==> src/rtl/pool_pkg.sv <==
// Shared pooling-side definitions: output-geometry helpers and the reader FSM encoding.
package pool_pkg;

   typedef enum logic [0:0] {
      StIdle   = 1'b0,
      StStream = 1'b1
   } pool_state_e;

   function automatic int unsigned pool_out_dim(input int unsigned a, input int unsigned k);
      return a - k + 1;
   endfunction

   // clog2 with a floor of 1 so single-entry dimensions still get a 1-bit field
   function automatic int unsigned pool_clog2(input int unsigned v);
      return (v > 2) ? $clog2(v) : 1;
   endfunction

endpackage

==> src/rtl/pool_index_counter.sv <==
// Flat element index with (x, y) coordinates; y runs fastest and carries into x.
module pool_index_counter
   import pool_pkg::*;
#(
   parameter int unsigned OX = 6,
   parameter int unsigned OY = 6,
   localparam int unsigned N  = OX * OY,
   localparam int unsigned XW = pool_clog2(OX),
   localparam int unsigned YW = pool_clog2(OY),
   localparam int unsigned IW = pool_clog2(N)
) (
   input  logic          clk,
   input  logic          rst,
   input  logic          clr,
   input  logic          inc,
   output logic [IW-1:0] idx,
   output logic [XW-1:0] x,
   output logic [YW-1:0] y,
   output logic          last
);

   logic [IW-1:0] idx_q, idx_d;
   logic [XW-1:0] x_q, x_d;
   logic [YW-1:0] y_q, y_d;

   assign last = (idx_q == IW'(N - 1));

   always_comb begin
      idx_d = idx_q;
      x_d   = x_q;
      y_d   = y_q;
      // Stepping past the final element returns everything to the origin
      if (clr || (inc && last)) begin
         idx_d = '0;
         x_d   = '0;
         y_d   = '0;
      end else if (inc) begin
         idx_d = idx_q + IW'(1);
         if (y_q == YW'(OY - 1)) begin
            y_d = '0;
            x_d = x_q + XW'(1);
         end else begin
            y_d = y_q + YW'(1);
         end
      end
   end

   always_ff @(posedge clk or posedge rst) begin
      if (rst) begin
         idx_q <= '0;
         x_q   <= '0;
         y_q   <= '0;
      end else begin
         idx_q <= idx_d;
         x_q   <= x_d;
         y_q   <= y_d;
      end
   end

   assign idx = idx_q;
   assign x   = x_q;
   assign y   = y_q;

endmodule

==> src/rtl/pool_stream_reader.sv <==
// Captures one pooled map through a load handshake and streams it out one element per beat.
module pool_stream_reader
   import pool_pkg::*;
#(
   parameter int unsigned DEPTH = 8,
   parameter int unsigned KX    = 3,
   parameter int unsigned KY    = 3,
   parameter int unsigned AX    = 8,
   parameter int unsigned AY    = 8,
   localparam int unsigned OX   = pool_out_dim(AX, KX),
   localparam int unsigned OY   = pool_out_dim(AY, KY),
   localparam int unsigned N    = OX * OY,
   localparam int unsigned XW   = pool_clog2(OX),
   localparam int unsigned YW   = pool_clog2(OY),
   localparam int unsigned IW   = pool_clog2(N)
) (
   input  logic               clk,
   input  logic               rst,
   input  logic               in_valid,
   output logic               in_ready,
   input  logic [DEPTH*N-1:0] in_data,
   output logic               out_valid,
   input  logic               out_ready,
   output logic [DEPTH-1:0]   out_data,
   output logic [XW-1:0]      out_x,
   output logic [YW-1:0]      out_y,
   output logic               out_last,
   output logic               busy
);

   pool_state_e        state_q, state_d;
   logic [DEPTH*N-1:0] frame_q, frame_d;
   logic [IW-1:0]      idx;
   logic [XW-1:0]      cnt_x;
   logic [YW-1:0]      cnt_y;
   logic               cnt_last;
   logic               accept;
   logic               fire;
   logic [DEPTH-1:0]   elem;

   pool_index_counter #(
      .OX (OX),
      .OY (OY)
   ) u_index (
      .clk  (clk),
      .rst  (rst),
      .clr  (accept),
      .inc  (fire),
      .idx  (idx),
      .x    (cnt_x),
      .y    (cnt_y),
      .last (cnt_last)
   );

   always_comb begin
      elem = '0;
      for (int unsigned k = 0; k < N; k++) begin
         if (idx == IW'(k)) elem = frame_q[k*DEPTH +: DEPTH];
      end
   end

   always_comb begin
      state_d   = state_q;
      frame_d   = frame_q;
      out_valid = (state_q == StStream);
      fire      = out_valid && out_ready;
      // A frame may be taken on the same edge that retires the previous one
      in_ready  = (state_q == StIdle) || (fire && cnt_last);
      accept    = in_valid && in_ready;
      busy      = out_valid;
      out_data  = out_valid ? elem : '0;
      out_x     = out_valid ? cnt_x : '0;
      out_y     = out_valid ? cnt_y : '0;
      out_last  = out_valid && cnt_last;
      if (accept) begin
         frame_d = in_data;
         state_d = StStream;
      end else if (fire && cnt_last) begin
         state_d = StIdle;
      end
   end

   always_ff @(posedge clk or posedge rst) begin
      if (rst) begin
         state_q <= StIdle;
         frame_q <= '0;
      end else begin
         state_q <= state_d;
         frame_q <= frame_d;
      end
   end

endmodule
==> config.mk <==
export PLATFORM = sky130hd
export DESIGN_NAME = pool_stream_reader
export DESIGN_NICKNAME = d
export VERILOG_FILES = /design/src/rtl/pool_pkg.sv /design/src/rtl/pool_index_counter.sv /design/src/rtl/pool_stream_reader.sv
export SDC_FILE = /design/constraint.sdc
export NUM_CORES = 1
export LEC_CHECK = 0
export BUFFER_PORTS_ARGS = -buffer_cell sky130_fd_sc_hd__buf_2
export CELL_PAD_IN_SITES_DETAIL_PLACEMENT = 0
export CELL_PAD_IN_SITES_GLOBAL_PLACEMENT = 2
export CORE_AREA = 2 2 224 182
export DETAILED_ROUTE_END_ITERATION = 8
export DIE_AREA = 0 0 226 184
export GPL_ROUTABILITY_DRIVEN = 0
export PLACE_DENSITY = 0.94
export REMOVE_ABC_BUFFERS = 1
export SETUP_SLACK_MARGIN = 0.5
export SLEW_MARGIN = 20
export SYNTH_ARGS = -nofsm -noshare
export SYNTH_HDL_FRONTEND = slang
export SYNTH_SLANG_ARGS = --single-unit
==> constraint.sdc <==
create_clock -name clk -period 22.9 [get_ports clk]
set_clock_uncertainty 0.05 [all_clocks]
set_input_delay 4.58 -clock clk [delete_from_list [all_inputs] [get_ports clk]]
set_output_delay 4.58 -clock clk [all_outputs]
set_load 0.02 [all_outputs]
==> results.cfg, run 1 <==
[cts]
cts_setup_buffers = 0
clockRootBuffer = clkbuf_16
htree_levels = 2
cts_resized = 0
insertion_delay_ns = 0.52
cts_hold_buf = 0
clock_path_buffers = 3
numCtsBuffers = 34
cts.sinks = 301
clkSlewWorstSetupHoldPaths_ns = 0.06
cts_tree = yes

[yosys]
synthDistinctLibCells = 88
ys.flop_type = dfrtp_1
ys_ff_latch = 301
syn_inst = 1294
yosys_warnings = 0
async_flop_share = 1.000
synth_area_um2 = 15170
avgSynthCellArea_um2 = 11.72
yosysSeqAreaShare = 0.4965
synth_edf_count = 0

[sta]
min_period_ns = 9.716
finalSetupViolCount = 0
fin_setup_tns_ns = 0
fin_crit_sh = 0.4243
worst_pin_slew_ns = 1.241
slew_violations = 0
rsz0062_at_grt = no
maxSlewHeadroom = 0.1730
hold_viol = 0
max_freq_ghz = 0.1029

[global_routing]
grt_pass1_wl_mm = 76.38
grt_max_degree = 187
track_usage = 0.2473
grt_pass1_vias = 12320
antenna_found_initial = 11
grt-ovfl-total = 0

[place]
placed_cell_area_um2 = 17110
port_buffers = 309
dp.final_hpwl_mm = 38.97

[detailed_routing]
routedWlPerCell_um = 24.32
drt_first_pass_iters = 5
routed_via_density = 5.729
num_vias = 12290
drcViolationCount = 0
ant_nets = 0
drtIter0Drc = 1146
routed_wl_mm = 52.18

[run]
cap_violations = 0

[die]
io_pins = 310
initial_core_util = 0.3878
core_um2 = 39120
dieArea_um2 = 41580
die_y_um = 184
rows = 65
die_w_um = 226

[power]
p_int_mw = 1.545
vdd_drop_max_v = 0.00007343
switching_share = 0.3629
pwr-share-comb = 0.346
clkPwrFrac = 0.248
power.switching_mw = 0.8799
power_density_nw_per_um2 = 132.0
power_frac_seq = 0.407
leakage_nw = 8.325

[cells_and_area]
layout_commonest_cell = buf_2
seq_area_um2 = 7532
fillers = 3635
most-common-layout-cells = buf_2, dfrtp_1, mux2_2, nor2_1, nand2_1
nets = 1876
final_area_um2 = 18370
multi_input_area_um2 = 7188
areaGrowthSynthToFinish_pct = 21.07
drive_gt1_frac = 0.4433

[critical_path]
cp_max_fo = 3
critPathLaunchType = primary input
cp.required_ns = 18.27
crit_arrival_ns = 5.09
end_kind = primary output
critical_path_class = in -> out

[status]
status = completed

[min_path]
hold_class = reg -> reg
## power groups by stage
stage / Sequential [mW] / Clock (mW) / Combinational, mW
2_1_floorplan: 0.924 / 0 / 0.564
3_3_place_gp: 0.981 / 0 / 0.807
3_5_place_dp: 0.990 / 0 / 0.825
4_1_cts: 0.982 / 0.611 / 0.830
5_1_grt: 1.02 / 0.633 / 0.892
6_report: 0.987 / 0.600 / 0.838
## synth_stat cells (9+ instances only)
master / count / share of area
a211oi_1: 13 / 0.0064
a21oi_1: 43 / 0.014
a221oi_1: 27 / 0.016
a22oi_1: 12 / 0.0059
a31oi_1: 11 / 0.0045
and2_1: 10 / 0.0041
and3_1: 13 / 0.0054
buf_2: 50 / 0.016
clkbuf_1: 12 / 0.0030
dfrtp_1: 301 / 0.50
inv_1: 13 / 0.0032
mux2_2: 289 / 0.21
nand2_1: 78 / 0.019
nand3_1: 20 / 0.0066
nor2_1: 78 / 0.019
nor3_1: 25 / 0.0082
o211ai_1: 16 / 0.0079
o21ai_0: 43 / 0.014
o21ai_1: 11 / 0.0036
o221ai_1: 10 / 0.0058
o22ai_1: 17 / 0.0070
or3_1: 9 / 0.0037
## path summary, 6_finish.rpt
check	startpoint	end	slack [ns]	depth (start not counted)
setup / recovery	out_ready	in_ready	13.18	4
hold reg to reg	frame_q[0]	frame_q[0]	0.45	1
setup reg to reg	u_index.idx[3]	frame_q[39]	18.13	9
max in group asynchronous	rst	frame_q[227]	16.55	4
min in group asynchronous	rst	frame_q[65]	4.15	2
hold / removal	frame_q[0]	frame_q[0]	0.45	1
## logic make-up after synthesis
family	after synthesis	share of synthesized area
multiplexers	292	0.2165
AO/OA/AOI/OAI	282	0.1340
adder cells (fa/ha/maj)	5	0.004124
AND/OR/NAND/NOR	321	0.1159
XOR/XNOR	5	0.002887
flip-flops	301	0.4965
buffers and inverters	88	0.03011
## layer usage
layer	share of wire	GRT usage	vias up
met4	0.028	0.07205	10
met5	0.0010	0	-
li1	-	-	5455
met1	0.45	0.3555	6188
met2	0.43	0.3659	541
met3	0.086	0.06393	100
## per-stage QoR
step / hold WS [ns] / power [mW] / std cells / utilization / setup WS [ns]
after CTS: 0.4509 / 2.423 / 2139 / 0.4684 / 13.18
after global placement: 0.4328 / 1.788 / 2078 / 0.4374 / 13.17
after detailed placement: 0.4356 / 1.815 / 2078 / 0.4374 / 13.19
after global routing: 0.4570 / 2.540 / 2140 / 0.4691 / 13.13
after floorplan: 0.4170 / 1.488 / 1219 / - / 9.952
final: 0.4486 / 2.425 / 2146 / 0.4695 / 13.18
## sequential cells by signal (all words and copies together) (netlist names)
register / cells
busy: 1
frame_q: 288
u_index.y: 3
u_index.idx: 6
u_index.x: 3
## critical path, cell delays in order
cell     delay [ns]
buf_2          0.10
nand2_1        0.05
nand2_1        0.11
buf_2          0.24
## cell type report
cell class / instances / area share
clock buffers: 42 / 0.05021
diodes: 6 / 0.0008175
clock inverters: 19 / 0.01580
repair buffers: 324 / 0.09210
multi-input cells: 905 / 0.3914
inverters: 13 / 0.003066
well taps: 536 / 0.03651
flip-flops and latches: 301 / 0.4101
Note: power is estimated with default switching activity, not from simulation.
==> inputs of run 2 (changes only) <==
--- a/config.mk
+++ b/config.mk
@@ -8,11 +8,11 @@
 export BUFFER_PORTS_ARGS = -buffer_cell sky130_fd_sc_hd__buf_2
 export CELL_PAD_IN_SITES_DETAIL_PLACEMENT = 0
 export CELL_PAD_IN_SITES_GLOBAL_PLACEMENT = 2
-export CORE_AREA = 2 2 224 182
+export CORE_AREA = 2 2 243 197
 export DETAILED_ROUTE_END_ITERATION = 8
-export DIE_AREA = 0 0 226 184
+export DIE_AREA = 0 0 245 199
 export GPL_ROUTABILITY_DRIVEN = 0
-export PLACE_DENSITY = 0.94
+export PLACE_DENSITY = 0.86
 export REMOVE_ABC_BUFFERS = 1
 export SETUP_SLACK_MARGIN = 0.5
 export SLEW_MARGIN = 20
==> constraint.sdc (replaced) <==
create_clock -name clk -period 8.6 [get_ports clk]
set_clock_uncertainty 0.05 [all_clocks]
set_input_delay 1.72 -clock clk [delete_from_list [all_inputs] [get_ports clk]]
set_output_delay 1.72 -clock clk [all_outputs]
set_load 0.02 [all_outputs]
==> results.cfg, run 2 (same netlist as run 1, synthesis figures left out) <==
[detailed_routing]
ant_nets = 0
routed_wl_mm = 54.75
drcViolationCount = 0
routedWlPerCell_um = 24.69
wl_met3_mm = 3.996
drt_first_pass_iters = 5
wl_met1_mm = 25.67
routed_via_density = 5.562
drtIter0Drc = 1188
num_vias = 12330
route.met2.wl_mm = 23.80
top_layer = met5

[die]
core_um2 = 46460
initial_core_util = 0.3265
die_y_um = 199
rows = 71
dieArea_um2 = 48760
die_w_um = 245
io_pins = 310

[global_routing]
grt_pass1_vias = 12340
antenna_found_initial = 5
grt_pass1_wl_mm = 80.60
grt_max_degree = 153
grt-ovfl-total = 0
track_usage = 0.2228

[sta]
hold_viol = 0
worst_pin_slew_ns = 1.075
maxSlewHeadroom = 0.2835
fin_crit_sh = 0.7578
min_period_ns = 6.517
finalSetupViolCount = 0
max_freq_ghz = 0.1534
rsz0062_at_grt = no
slew_violations = 0

[cells_and_area]
largest_reg_flops = 288
final_area_um2 = 18370
most-common-layout-cells = buf_2, dfrtp_1, mux2_2, nor2_1, nand2_1
largest_register = frame_q
final_util = 0.3954
antenna_cells = 0
layout_commonest_cell = buf_2
final_cells = 2217
areaGrowthSynthToFinish_pct = 21.12
drive_gt1_frac = 0.4421
nets = 1870

[cts]
cts_setup_buffers = 0
cts_tree = yes
insertion_delay_ns = 0.52
cts_resized = 0
htree_levels = 2
numCtsBuffers = 35
cts.sinks = 301
clkSlewWorstSetupHoldPaths_ns = 0.06
clockRootBuffer = clkbuf_16
clock_path_buffers = 3
cts_hold_buf = 0

[power]
power_density_nw_per_um2 = 351.7
leakage_nw = 8.284
switching_share = 0.3691
total_power_mw = 6.462
p_int_mw = 4.076
pwr-share-comb = 0.326
power.switching_mw = 2.385
clkPwrFrac = 0.241
vdd_drop_max_v = 0.0001373
power_frac_seq = 0.433

[place]
placed_cell_area_um2 = 17170
port_buffers = 309
placed_cells = 2156
dp.final_hpwl_mm = 41.87

[critical_path]
crit_arrival_ns = 4.75
critical_path_class = reg -> out
rr_worst_depth = 8
end_kind = primary output
cp_max_fo = 23
cp.required_ns = 6.83
critPathLaunchType = register

[status]
status = completed

[min_path]
hold_class = reg -> reg
holdPathStages = 1

[run]
cap_violations = 0
-- run 2: cell count changes in the layout (fill, tap and decap cells not counted), sizes merged --
cell and change:
clkinvlp -1, diode -6, clkinv +1, inv -2, clkbuf +5, bufinv -3, buf -7
-- run 2: cell type report --
cell class | count | area (um2)
Fill cell | 4553 | 28090
Sequential cell | 301 | 7533
Multi-Input combinational cell | 905 | 7188
Timing Repair Buffer | 317 | 1619
Clock buffer | 47 | 1023
Tap cell | 620 | 775.7
Clock inverter | 14 | 176.4
Inverter | 13 | 56.30
-- run 2: worst paths after layout --
| check | startpoint | to | slack [ns] |
|---|---|---|---|
| setup / recovery | u_index.idx[0] | out_data[0] | 2.08 |
| hold / removal | frame_q[67] | frame_q[67] | 0.45 |
| setup reg to reg | u_index.idx[3] | frame_q[253] | 4.50 |
| hold reg to reg | frame_q[67] | frame_q[67] | 0.45 |
| max in group asynchronous | rst | frame_q[150] | 5.72 |
| min in group asynchronous | rst | frame_q[97] | 1.31 |
-- run 2: metrics by stage --
stage | setup WS [ns] | hold WS [ns] | TNS, ns
2_1_floorplan | -1.488 | 0.4170 | -573.60
3_3_place_gp | 3.057 | 0.4345 | 0
3_5_place_dp | 2.790 | 0.4389 | 0
4_1_cts | 2.204 | 0.4530 | 0
5_1_grt | 1.983 | 0.4659 | 0
6_report | 2.083 | 0.4532 | 0
-- run 2: critical path: stages (launching register included) --
cell and delay (ns):
dfrtp_1 0.41, inv_1 0.14, ha_1 0.89, nor3b_2 0.81
nand2_1 0.34, o211ai_1 0.35, a211o_1 0.22, nand4_1 0.18
a31oi_1 0.50, o21ai_1 0.18, buf_2 0.20
-- run 2: power groups by stage --
stage          combinational (mW)  sequential (mW)  clock (mW)
3_3_place_gp                 2.04             2.79           0
3_5_place_dp                 2.08             2.79           0
5_1_grt                      2.27             2.87        1.65
4_1_cts                      2.10             2.78        1.59
2_1_floorplan                1.50             2.46           0
6_report                     2.11             2.80        1.56
-- run 2: per-layer routing --
metal  global-route usage  up-vias
li1                     -     5425
met1               0.3290     6276
met2               0.3314      528
met3              0.04506       91
met4              0.05646       10
met5                    0        -
==> inputs of run 3 (changes only) <==
--- a/config.mk
+++ b/config.mk
@@ -5,14 +5,15 @@
 export SDC_FILE = /design/constraint.sdc
 export NUM_CORES = 1
 export LEC_CHECK = 0
+export ABC_AREA = 1
 export BUFFER_PORTS_ARGS = -buffer_cell sky130_fd_sc_hd__buf_2
 export CELL_PAD_IN_SITES_DETAIL_PLACEMENT = 0
 export CELL_PAD_IN_SITES_GLOBAL_PLACEMENT = 2
-export CORE_AREA = 2 2 243 197
+export CORE_AREA = 2 2 252 204
 export DETAILED_ROUTE_END_ITERATION = 8
-export DIE_AREA = 0 0 245 199
+export DIE_AREA = 0 0 254 206
 export GPL_ROUTABILITY_DRIVEN = 0
-export PLACE_DENSITY = 0.86
+export PLACE_DENSITY = 0.88
 export REMOVE_ABC_BUFFERS = 1
 export SETUP_SLACK_MARGIN = 0.5
 export SLEW_MARGIN = 20
==> constraint.sdc (replaced) <==
create_clock -name clk -period 6.2 [get_ports clk]
set_clock_uncertainty 0.05 [all_clocks]
set_input_delay 1.24 -clock clk [delete_from_list [all_inputs] [get_ports clk]]
set_output_delay 1.24 -clock clk [all_outputs]
set_load 0.02 [all_outputs]
==> results.cfg, run 3 <==
[global_routing]
antenna_found_initial = 1
track_usage = 0.1807
grt_pass1_wl_mm = 74.55
grt-ovfl-total = 0
grt_pass1_vias = 13850
grt_max_degree = 197

[place]
placed_cell_area_um2 = 17070
dp.final_hpwl_mm = 33.65
port_buffers = 309

[yosys]
yosys_warnings = 0
syn_inst = 2087
synthDistinctLibCells = 27
yosysMostFrequentCell = nand2_1
yosysSeqAreaShare = 0.5081
synth_edf_count = 0
yosysTopAreaCell = dfrtp_1
async_flop_share = 1.000
avgSynthCellArea_um2 = 7.103
synthTopCellsByArea = dfrtp_1, nand2_1, o21ai_0
synth_area_um2 = 14820
synth_common_cells = nand2_1, dfrtp_1, inv_1, o21ai_0, a21oi_1
ys.flop_type = dfrtp_1
yosys.area.top_type_share = 0.5081
ys_ff_latch = 301

[sta]
maxSlewHeadroom = 0.3224
hold_viol = 0
finalSetupViolCount = 0
fin_crit_sh = 0.9195
slew_violations = 0
fin_setup_tns_ns = 0
rsz0062_at_grt = yes
max_freq_ghz = 0.1754
worst_pin_slew_ns = 1.013
min_period_ns = 5.701

[die]
rows = 74
die_w_um = 254
initial_core_util = 0.2954
die_y_um = 206
core_um2 = 50180
io_pins = 310
dieArea_um2 = 52320

[cells_and_area]
final_area_um2 = 18850
most-common-layout-cells = nand2_1, buf_2, dfrtp_1, inv_1, o21ai_0
largest_register = frame_q
multi_input_area_um2 = 6409
fillers = 5477
nets = 2680
seq_area_um2 = 7538
layout_commonest_cell = nand2_1
largest_reg_flops = 288
areaGrowthSynthToFinish_pct = 27.13
drive_gt1_frac = 0.2118

[critical_path]
cp_max_fo = 5
crit_end = out_data[5]
critPathLaunchType = register
end_kind = primary output
reg2reg_slack_ns = 2.69
rr_worst_depth = 13
critical_path_class = reg -> out
crit_top_cell = nand2_1
cp.required_ns = 4.91
r2r-start = u_index.idx[0]
crit_start = u_index.idx[0]
r2r_end = u_index.x[2]
crit_path_top_delay_cell = dfrtp_2
crit_arrival_ns = 4.41
cp_slowest_stage_delay_ns = 0.44

[detailed_routing]
routed_wl_mm = 47.38
ant_nets = 0
drcViolationCount = 0
drtIter0Drc = 902
routed_via_density = 4.447
drt_first_pass_iters = 5
num_vias = 13750
routedWlPerCell_um = 15.32

[power]
leakage_nw = 10.17
vdd_drop_max_v = 0.0002583
power_density_nw_per_um2 = 505.3

[min_path]
hold_class = reg -> reg

[run]
cap_violations = 0

[status]
status = completed

[cts]
cts_tree = yes
insertion_delay_ns = 0.52
clock_path_buffers = 3
clockRootBuffer = clkbuf_16
htree_levels = 2
cts.sinks = 301
clkSlewWorstSetupHoldPaths_ns = 0.06
numCtsBuffers = 34
-- run 3: cell count changes after synthesis, sizes merged, moves of 56 or more --
cell	before	now
inv	13	212
o21ai	55	180
clkbuf	12	86
mux2	289	0
a21oi	43	99
nand2	80	1053
-- run 3: critical path, delay by kind of cell (launching register included) --
| kind | cells | cell delay (ns) |
|---|---|---|
| simple gates | 30 | 2.30 |
| compound gates | 4 | 0.56 |
| flops | 1 | 0.44 |
| buf+inv | 3 | 0.43 |
| fa+ha+maj | 1 | 0.16 |
-- run 3: layer usage --
layer	vias to the layer above	GRT usage	part of all wire
met4	0	0.03929	0.016
met1	6434	0.2681	0.50
met5	-	0	0
li1	6978	-	-
met2	294	0.2763	0.43
met3	48	0.02872	0.048
-- run 3: power breakdown --
group          switching [mW]  internal, mW  leakage, nW
Combinational            2.41          1.46         5.86
Clock                   0.841          1.34        0.593
Sequential              0.526          2.95         3.72
Total                    3.77          5.75         10.2
-- run 3: kinds of logic after synthesis --
| logic type | synth area share |
|---|---|
| fa+ha+maj | 0.004220 |
| buf+inv | 0.07875 |
| flops | 0.5081 |
| xor+xnor | 0.001182 |
| compound gates | 0.09917 |
| simple gates | 0.3086 |
-- run 3: repair_timing --
item / CTS / global route
gates resized for setup: 35 / 80
cloned: 0 / 1
buffers inserted: 10 / 14
hold buffers: 0 / 0
pin swaps: 8 / 60
setup endpoints to repair: 8 / 8
-- run 3: how the worst min path moves through the flow --
| stage | depth (start not counted) | startpoint | slack [ns] | endpoint |
|---|---|---|---|---|
| after global routing | 2 | frame_q[266] | 0.43 | frame_q[266] |
| after floorplan | 2 | frame_q[221] | 0.38 | frame_q[221] |
| after detailed placement | 2 | frame_q[255] | 0.40 | frame_q[255] |
| final | 2 | frame_q[117] | 0.41 | frame_q[117] |
| after global placement | 2 | frame_q[133] | 0.40 | frame_q[133] |
| after CTS | 2 | frame_q[255] | 0.42 | frame_q[255] |
-- run 3: metrics by stage --
stage	power [mW]	util	std cells	worst slack (ns)	hold slack, ns
after floorplan	5.686	-	1992	-17.27	0.3845
after global placement	6.809	0.3402	3006	0.9003	0.3979
after detailed placement	6.883	0.3402	3006	0.8748	0.4009
after CTS	9.246	0.3681	3077	0.5066	0.4159
after global routing	10.38	0.3755	3092	0.1309	0.4260
final	9.522	0.3755	3093	0.4993	0.4137
-- run 3: layout make-up --
type / count / area share
tap: 684 / 0.04541
sequential: 301 / 0.4000
inverter: 212 / 0.04375
multi-input combinational: 1479 / 0.3401
clock buffer: 49 / 0.05524
timing repair inverter: 1 / 0.0003984
antenna: 1 / 0.0001328
timing repair buffer: 354 / 0.1058
clock inverter: 12 / 0.009162
